$ cat config.mk
export PLATFORM = sky130hd
export DESIGN_NAME = m_64spi_flat
export DESIGN_NICKNAME = d
export VERILOG_FILES = /design/src/rtl/m_64spi_if.sv /design/src/rtl/m_64spi.sv /design/src/flat_wrapper.sv
export SDC_FILE = /design/constraint.sdc
export NUM_CORES = 1
export LEC_CHECK = 0
export CORE_ASPECT_RATIO = 0.8
export CORE_MARGIN = 5
export CORE_UTILIZATION = 55
export CTS_BUF_LIST = sky130_fd_sc_hd__clkbuf_2 sky130_fd_sc_hd__clkbuf_4 sky130_fd_sc_hd__clkbuf_8
export DETAILED_ROUTE_END_ITERATION = 8
export GPL_ROUTABILITY_DRIVEN = 0
export GPL_TIMING_DRIVEN = 0
export PLACE_DENSITY = 0.78
export REMOVE_ABC_BUFFERS = 1
export SLEW_MARGIN = 0
export SYNTH_ARGS = -nofsm -noshare
export SYNTH_HDL_FRONTEND = slang
export SYNTH_SLANG_ARGS = --single-unit
$ cat constraint.sdc
create_clock -name clk -period 2.4 [get_ports clk]
set_input_delay 0.48 -clock clk [delete_from_list [all_inputs] [get_ports clk]]
set_output_delay 0.48 -clock clk [all_outputs]
set_load 0.02 [all_outputs]
$ cat src/rtl/m_64spi_if.sv
`default_nettype none
// ============================================================================
// Module   : m_64spi_if
// Brief    : Control bus and SPI pin bundle for the 64-bit SPI master.
// Revision : 1.0
// ============================================================================
interface m_64spi_if #(
    parameter int WIDTH = 64
);
    logic             start;
    logic [WIDTH-1:0] in;
    logic [WIDTH-1:0] out;
    logic             busy;
    logic             done;
    logic             SCLK;
    logic             MOSI;
    logic             MISO;
    logic             SS;

    // master: the SPI initiator itself; slave: control logic plus remote peer
    modport master (
        input  start, in, MISO,
        output out, busy, done, SCLK, MOSI, SS
    );

    modport slave (
        output start, in, MISO,
        input  out, busy, done, SCLK, MOSI, SS
    );
endinterface
`default_nettype wire

$ cat src/rtl/m_64spi.sv
`default_nettype none
// ============================================================================
// Module   : m_64spi
// Brief    : SPI mode-0 master exchanging one 64-bit word per start request.
// Revision : 1.0
// ============================================================================
module m_64spi #(
    parameter int CLK_DIV = 4,
    parameter int WIDTH   = 64
) (
    input  logic      clk,
    input  logic      reset,
    m_64spi_if.master bus
);
    localparam int CW = $clog2(CLK_DIV);
    localparam logic [CW-1:0] c_div_last = CW'(CLK_DIV - 1);
    localparam logic [6:0]    c_last_bit = 7'(WIDTH);

    localparam logic [2:0] c_idle  = 3'd0;
    localparam logic [2:0] c_setup = 3'd1;
    localparam logic [2:0] c_shift = 3'd2;
    localparam logic [2:0] c_hold  = 3'd3;
    localparam logic [2:0] c_gap   = 3'd4;

    logic [2:0]       r_state;
    logic [CW-1:0]    r_cnt;
    logic [6:0]       r_bit_cnt;
    logic [WIDTH-1:0] r_tx;
    logic [WIDTH-1:0] r_rx;
    logic [WIDTH-1:0] r_out;
    logic             r_sclk;
    logic             r_ss;
    logic             r_mosi;
    logic             r_busy;
    logic             r_done;

    wire w_tick = (r_cnt == c_div_last);

    always_ff @(posedge clk) begin
        if (reset) begin
            r_state   <= c_idle;
            r_cnt     <= '0;
            r_bit_cnt <= '0;
            r_tx      <= '0;
            r_rx      <= '0;
            r_out     <= '0;
            r_sclk    <= 1'b0;
            r_ss      <= 1'b1;
            r_mosi    <= 1'b0;
            r_busy    <= 1'b0;
            r_done    <= 1'b0;
        end else begin
            r_done <= 1'b0;
            case (r_state)
                c_idle: begin
                    if (bus.start) begin
                        r_tx    <= bus.in;
                        r_mosi  <= bus.in[WIDTH-1];
                        r_ss    <= 1'b0;
                        r_busy  <= 1'b1;
                        r_cnt   <= '0;
                        r_state <= c_setup;
                    end
                end
                c_setup: begin
                    if (w_tick) begin
                        r_cnt     <= '0;
                        r_sclk    <= 1'b1;
                        r_rx      <= {r_rx[WIDTH-2:0], bus.MISO};
                        r_bit_cnt <= 7'd1;
                        r_state   <= c_shift;
                    end else begin
                        r_cnt <= r_cnt + CW'(1);
                    end
                end
                c_shift: begin
                    if (w_tick) begin
                        r_cnt <= '0;
                        if (r_sclk) begin
                            r_sclk <= 1'b0;
                            // After the last rising edge MOSI keeps bit 0 through HOLD
                            if (r_bit_cnt == c_last_bit) begin
                                r_state <= c_hold;
                            end else begin
                                r_tx   <= r_tx << 1;
                                r_mosi <= r_tx[WIDTH-2];
                            end
                        end else begin
                            r_sclk    <= 1'b1;
                            r_rx      <= {r_rx[WIDTH-2:0], bus.MISO};
                            r_bit_cnt <= r_bit_cnt + 7'd1;
                        end
                    end else begin
                        r_cnt <= r_cnt + CW'(1);
                    end
                end
                c_hold: begin
                    if (w_tick) begin
                        r_cnt   <= '0;
                        r_ss    <= 1'b1;
                        r_out   <= r_rx;
                        r_done  <= 1'b1;
                        r_mosi  <= 1'b0;
                        r_state <= c_gap;
                    end else begin
                        r_cnt <= r_cnt + CW'(1);
                    end
                end
                c_gap: begin
                    if (w_tick) begin
                        r_cnt   <= '0;
                        r_busy  <= 1'b0;
                        r_state <= c_idle;
                    end else begin
                        r_cnt <= r_cnt + CW'(1);
                    end
                end
                default: r_state <= c_idle;
            endcase
        end
    end

    assign bus.out  = r_out;
    assign bus.busy = r_busy;
    assign bus.done = r_done;
    assign bus.SCLK = r_sclk;
    assign bus.MOSI = r_mosi;
    assign bus.SS   = r_ss;
endmodule
`default_nettype wire

$ cat src/flat_wrapper.sv
// flat-port wrapper written by rule: the top's interface ports become plain ports
module m_64spi_flat 
#(
    parameter int CLK_DIV = 4,
    parameter int WIDTH   = 64
)
  (clk, reset, bus_start, bus_in, bus_MISO, bus_out, bus_busy, bus_done, bus_SCLK, bus_MOSI, bus_SS);
  m_64spi_if #(.WIDTH(WIDTH)) bus_i ();
  input  logic clk;
  input  logic reset;
  input wire logic [$bits(bus_i.start)-1:0] bus_start;
  input wire logic [$bits(bus_i.in)-1:0] bus_in;
  input wire logic [$bits(bus_i.MISO)-1:0] bus_MISO;
  output wire logic [$bits(bus_i.out)-1:0] bus_out;
  output wire logic [$bits(bus_i.busy)-1:0] bus_busy;
  output wire logic [$bits(bus_i.done)-1:0] bus_done;
  output wire logic [$bits(bus_i.SCLK)-1:0] bus_SCLK;
  output wire logic [$bits(bus_i.MOSI)-1:0] bus_MOSI;
  output wire logic [$bits(bus_i.SS)-1:0] bus_SS;
  assign bus_i.start = bus_start;
  assign bus_i.in = bus_in;
  assign bus_i.MISO = bus_MISO;
  assign bus_out = bus_i.out;
  assign bus_busy = bus_i.busy;
  assign bus_done = bus_i.done;
  assign bus_SCLK = bus_i.SCLK;
  assign bus_MOSI = bus_i.MOSI;
  assign bus_SS = bus_i.SS;
  m_64spi #(.CLK_DIV(CLK_DIV), .WIDTH(WIDTH)) u_core (.clk(clk), .reset(reset), .bus(bus_i));
endmodule
==> results.toml <==
[placed_design]
dp_cells = 1230
place_hpwl_mm = 11.2
placed_cell_area_sq_um = 9890
place.port_buffers = 136

[power_and_ir_drop]
p_per_area_nw_per_um2 = 684
net-switching-power_mw = 1.68
p_sw_share_pct = 22.9
power.leakage_nw = 3.40
internal-power_mw = 5.66
seqPwrFrac_pct = 49.6
comb_power_share_pct = 8.5
p_clk_share_pct = 41.9
vdd_ir_drop_max_mv = 0.543

[logic_synthesis]
yosysTopAreaCell = "dfxtp_1"
synth_compound_area_share_pct = 22.1
synth_top_family_by_area = "compound AO/OA/AOI/OAI gates"
yosys-mux-area-fraction_pct = 7.52
synthSimpleGateAreaFrac_pct = 15.4
synth-seq-cells = 208
avgSynthCellArea_sq_um = 8.88
synthAdderAreaFrac_pct = 0.440
synth_top_cell_area_share_pct = 48.8
syn_area_sq_um = 8530
synth-edff-count = 0
syn_inst = 961
synth-warning-count = 0
synthTopCellsByArea = "dfxtp_1 49%, nand2_1 12%, a21oi_1 12%, a211oi_2 8.7%, mux2i_1 7.4%"
synth_ff_type = "dfxtp_1"
seq_area_frac_synth_pct = 48.8
synth.distinct_cells = 44
synth_async_sr_flop_share_pct = 0
synth_xor_area_share_pct = 0.411

[sta]
setup_viol = 0
fin_skew_ps = 24.0
slew_headroom_pct = 40.7
hold_violations = 0
finalCritPeriodShare_pct = 94.6
finalCriticalPeriod_ps = 2270
tightest_slew_ps = 890
rsz0062_at_grt = "no"
timing.fmax_ghz = 0.440
slew_violations = 0

[global_route]
grt_start_max_net_pins = 148
first_global_vias = 6376
grt_usage_pct = 20.7
antenna_found_initial = 0
gr-total-overflow = 0
grt_pass1_wl_mm = 31.5

[cts]
cts-buffers-inserted = 34
clock_latency_ps = 500
clkTransAtPathRegs_ps = 60
h-tree-depth = 2
cts_sinks = 208
cts_root_buffer = "clkbuf_8"
clockBufferDepth = 3
cts_tree = "yes"

[floorplan]
coreArea_sq_um = 15100
die_x_um = 149
start_util_pct = 56.5
dieArea_sq_um = 18100
rows = 40
dieHeight_um = 121
io_pins = 137

[finish]
diodes = 0
final_cell_mix = "268 x nand2_1, 206 x dfxtp_1, 200 x a21oi_1, 135 x clkdlybuf4s50_1, 63 x mux2i_1"
seq_area_sq_um = 4170
drive_gt1_share_pct = 13.7
layout.nets = 1138
multi_input_area_sq_um = 4060
syn2layout_area_growth_pct = 25.8
fillers = 1261
final_area_sq_um = 10700
layout_commonest_cell = "nand2_1"
final_cell_count_no_fill = 1294

[outcome]
status = "complete, no violations"

[setup_path]
critPathRequiredTime_ps = 2730
setup.worst_path.start = "u_core.r_cnt[1]"
r2r-start = "u_core.r_cnt[1]"
r2r_cells = 6
r2r_end = "u_core.r_tx[1]"
ff2ff_setup_slack_ps = 130
cp-end-kind = "register"
worst_ep_arrival_time_ps = 2600
critical_path_class = "register to register"
cp_max_fo = 49
critPathLaunchType = "register"

[hold_path]
min_to = "u_core.bus.out[57]"
worstHoldStart = "reset"
min_path_cells = 2
hold_class = "primary input to register"

[routing]
vias_per_cell = 5.40
wire_per_inst_um = 15.6
dr_total_vias = 6984
ant_nets = 0
dr.pass1.iters = 7
wl_mm = 20.2
route.detailed.drc = 0
drt_iter0_drc = 503

[job]
maxCapViolations = 0
-- how the worst max path moves through the flow --
stage	to	slack (ps)	cells past startpoint
finish	u_core.r_tx[1]	130	6
global route	u_core.r_tx[1]	20	6
CTS	u_core.r_rx[42]	6	6
detailed placement	u_core.r_tx[8]	-810	6
global placement	u_core.r_bit_cnt[2]	-6350	4
floorplan	u_core.r_tx[10]	-960	4
-- power groups by stage --
| stage | sequential, mW | clock, mW | combinational (mW) |
|---|---|---|---|
| after CTS | 3.63 | 3.16 | 0.604 |
| after detailed placement | 3.71 | 0 | 0.587 |
| after global routing | 3.65 | 3.33 | 0.677 |
| final | 3.64 | 3.08 | 0.625 |
| after floorplan | 3.70 | 0 | 0.332 |
| after global placement | 3.71 | 0 | 0.593 |
-- registers in the layout (all words and copies together) (netlist names) --
signal            flops
u_core.r_state        3
u_core.r_bit_cnt      7
u_core.bus.done       1
u_core.bus.SCLK       1
u_core.r_cnt          2
u_core.bus.MOSI       1
u_core.r_rx          64
u_core.bus.out       64
u_core.bus.SS         1
u_core.r_tx          63
u_core.bus.busy       1
-- worst max-delay path, stage by stage, from the launching register on --
cell      delay (ps)
dfxtp_1          350
ha_2             410
and3_1           210
o21a_2           360
buf_12           280
and2_4           360
a211oi_1         120
-- cells by family (layout without fill, tap and decap cells) --
kind of cell | count (synthesis) | in the layout
flip-flops | 208 | 208
buffers and inverters | 87 | 203
multiplexers | 64 | 64
AND/OR/NAND/NOR | 316 | 322
AO/OA/AOI/OAI | 279 | 280
XOR/XNOR | 4 | 4
adder cells (fa/ha/maj) | 3 | 3
-- repair_timing --
action / in CTS / in global routing
buffers inserted: 0 / 4
cloned: 4 / 3
gates resized for setup: 5 / 11
pin swaps: 1 / 2
hold buffers: 0 / 0
setup endpoints to repair: 100 / 119
-- cells in the mapped netlist, types with 5 or more instances --
| library cell | count |
|---|---|
| mux2i_1 | 63 |
| nand2_1 | 268 |
| clkbuf_1 | 40 |
| buf_6 | 8 |
| nor2_1 | 8 |
| a211oi_2 | 59 |
| nand3_1 | 5 |
| a21oi_1 | 200 |
| buf_2 | 23 |
| nor2b_1 | 9 |
| dfxtp_1 | 208 |
| buf_4 | 8 |
| nor3_1 | 5 |
-- per-layer routing --
metal / vias to the layer above / share of wire, % / GRT usage (%)
li1: 3528 / - / -
met2: 168 / 45 / 31.9
met5: - / 0 / 0
met4: 0 / 0.91 / 5.09
met1: 3270 / 48 / 29.9
met3: 18 / 5.3 / 3.92
-- final cells by class --
type,count,share of cell area [%]
clock inverters,2,0.350
flip-flops and latches,208,38.8
multi-input cells,673,37.8
inverters,4,0.140
repair buffers,146,14.5
well taps,210,2.45
clock buffers,51,5.95
-- stage by stage --
| step | total power, mW | worst slack, ps | util (%) | TNS [ps] | hold WS (ps) |
|---|---|---|---|---|---|
| 3_5_place_dp | 4.29 | -808 | 65.4 | -55300 | 447 |
| 2_1_floorplan | 4.03 | -961 | - | -175810 | 426 |
| 6_report | 7.34 | 129 | 71.1 | 0 | 383 |
| 4_1_cts | 7.39 | 6.26 | 70.2 | 0 | 378 |
| 5_1_grt | 7.65 | 20.3 | 71.1 | 0 | 377 |
| 3_3_place_gp | 4.30 | -6350 | 64.3 | -1012340 | 440 |
(Power assumes the default switching activity.)
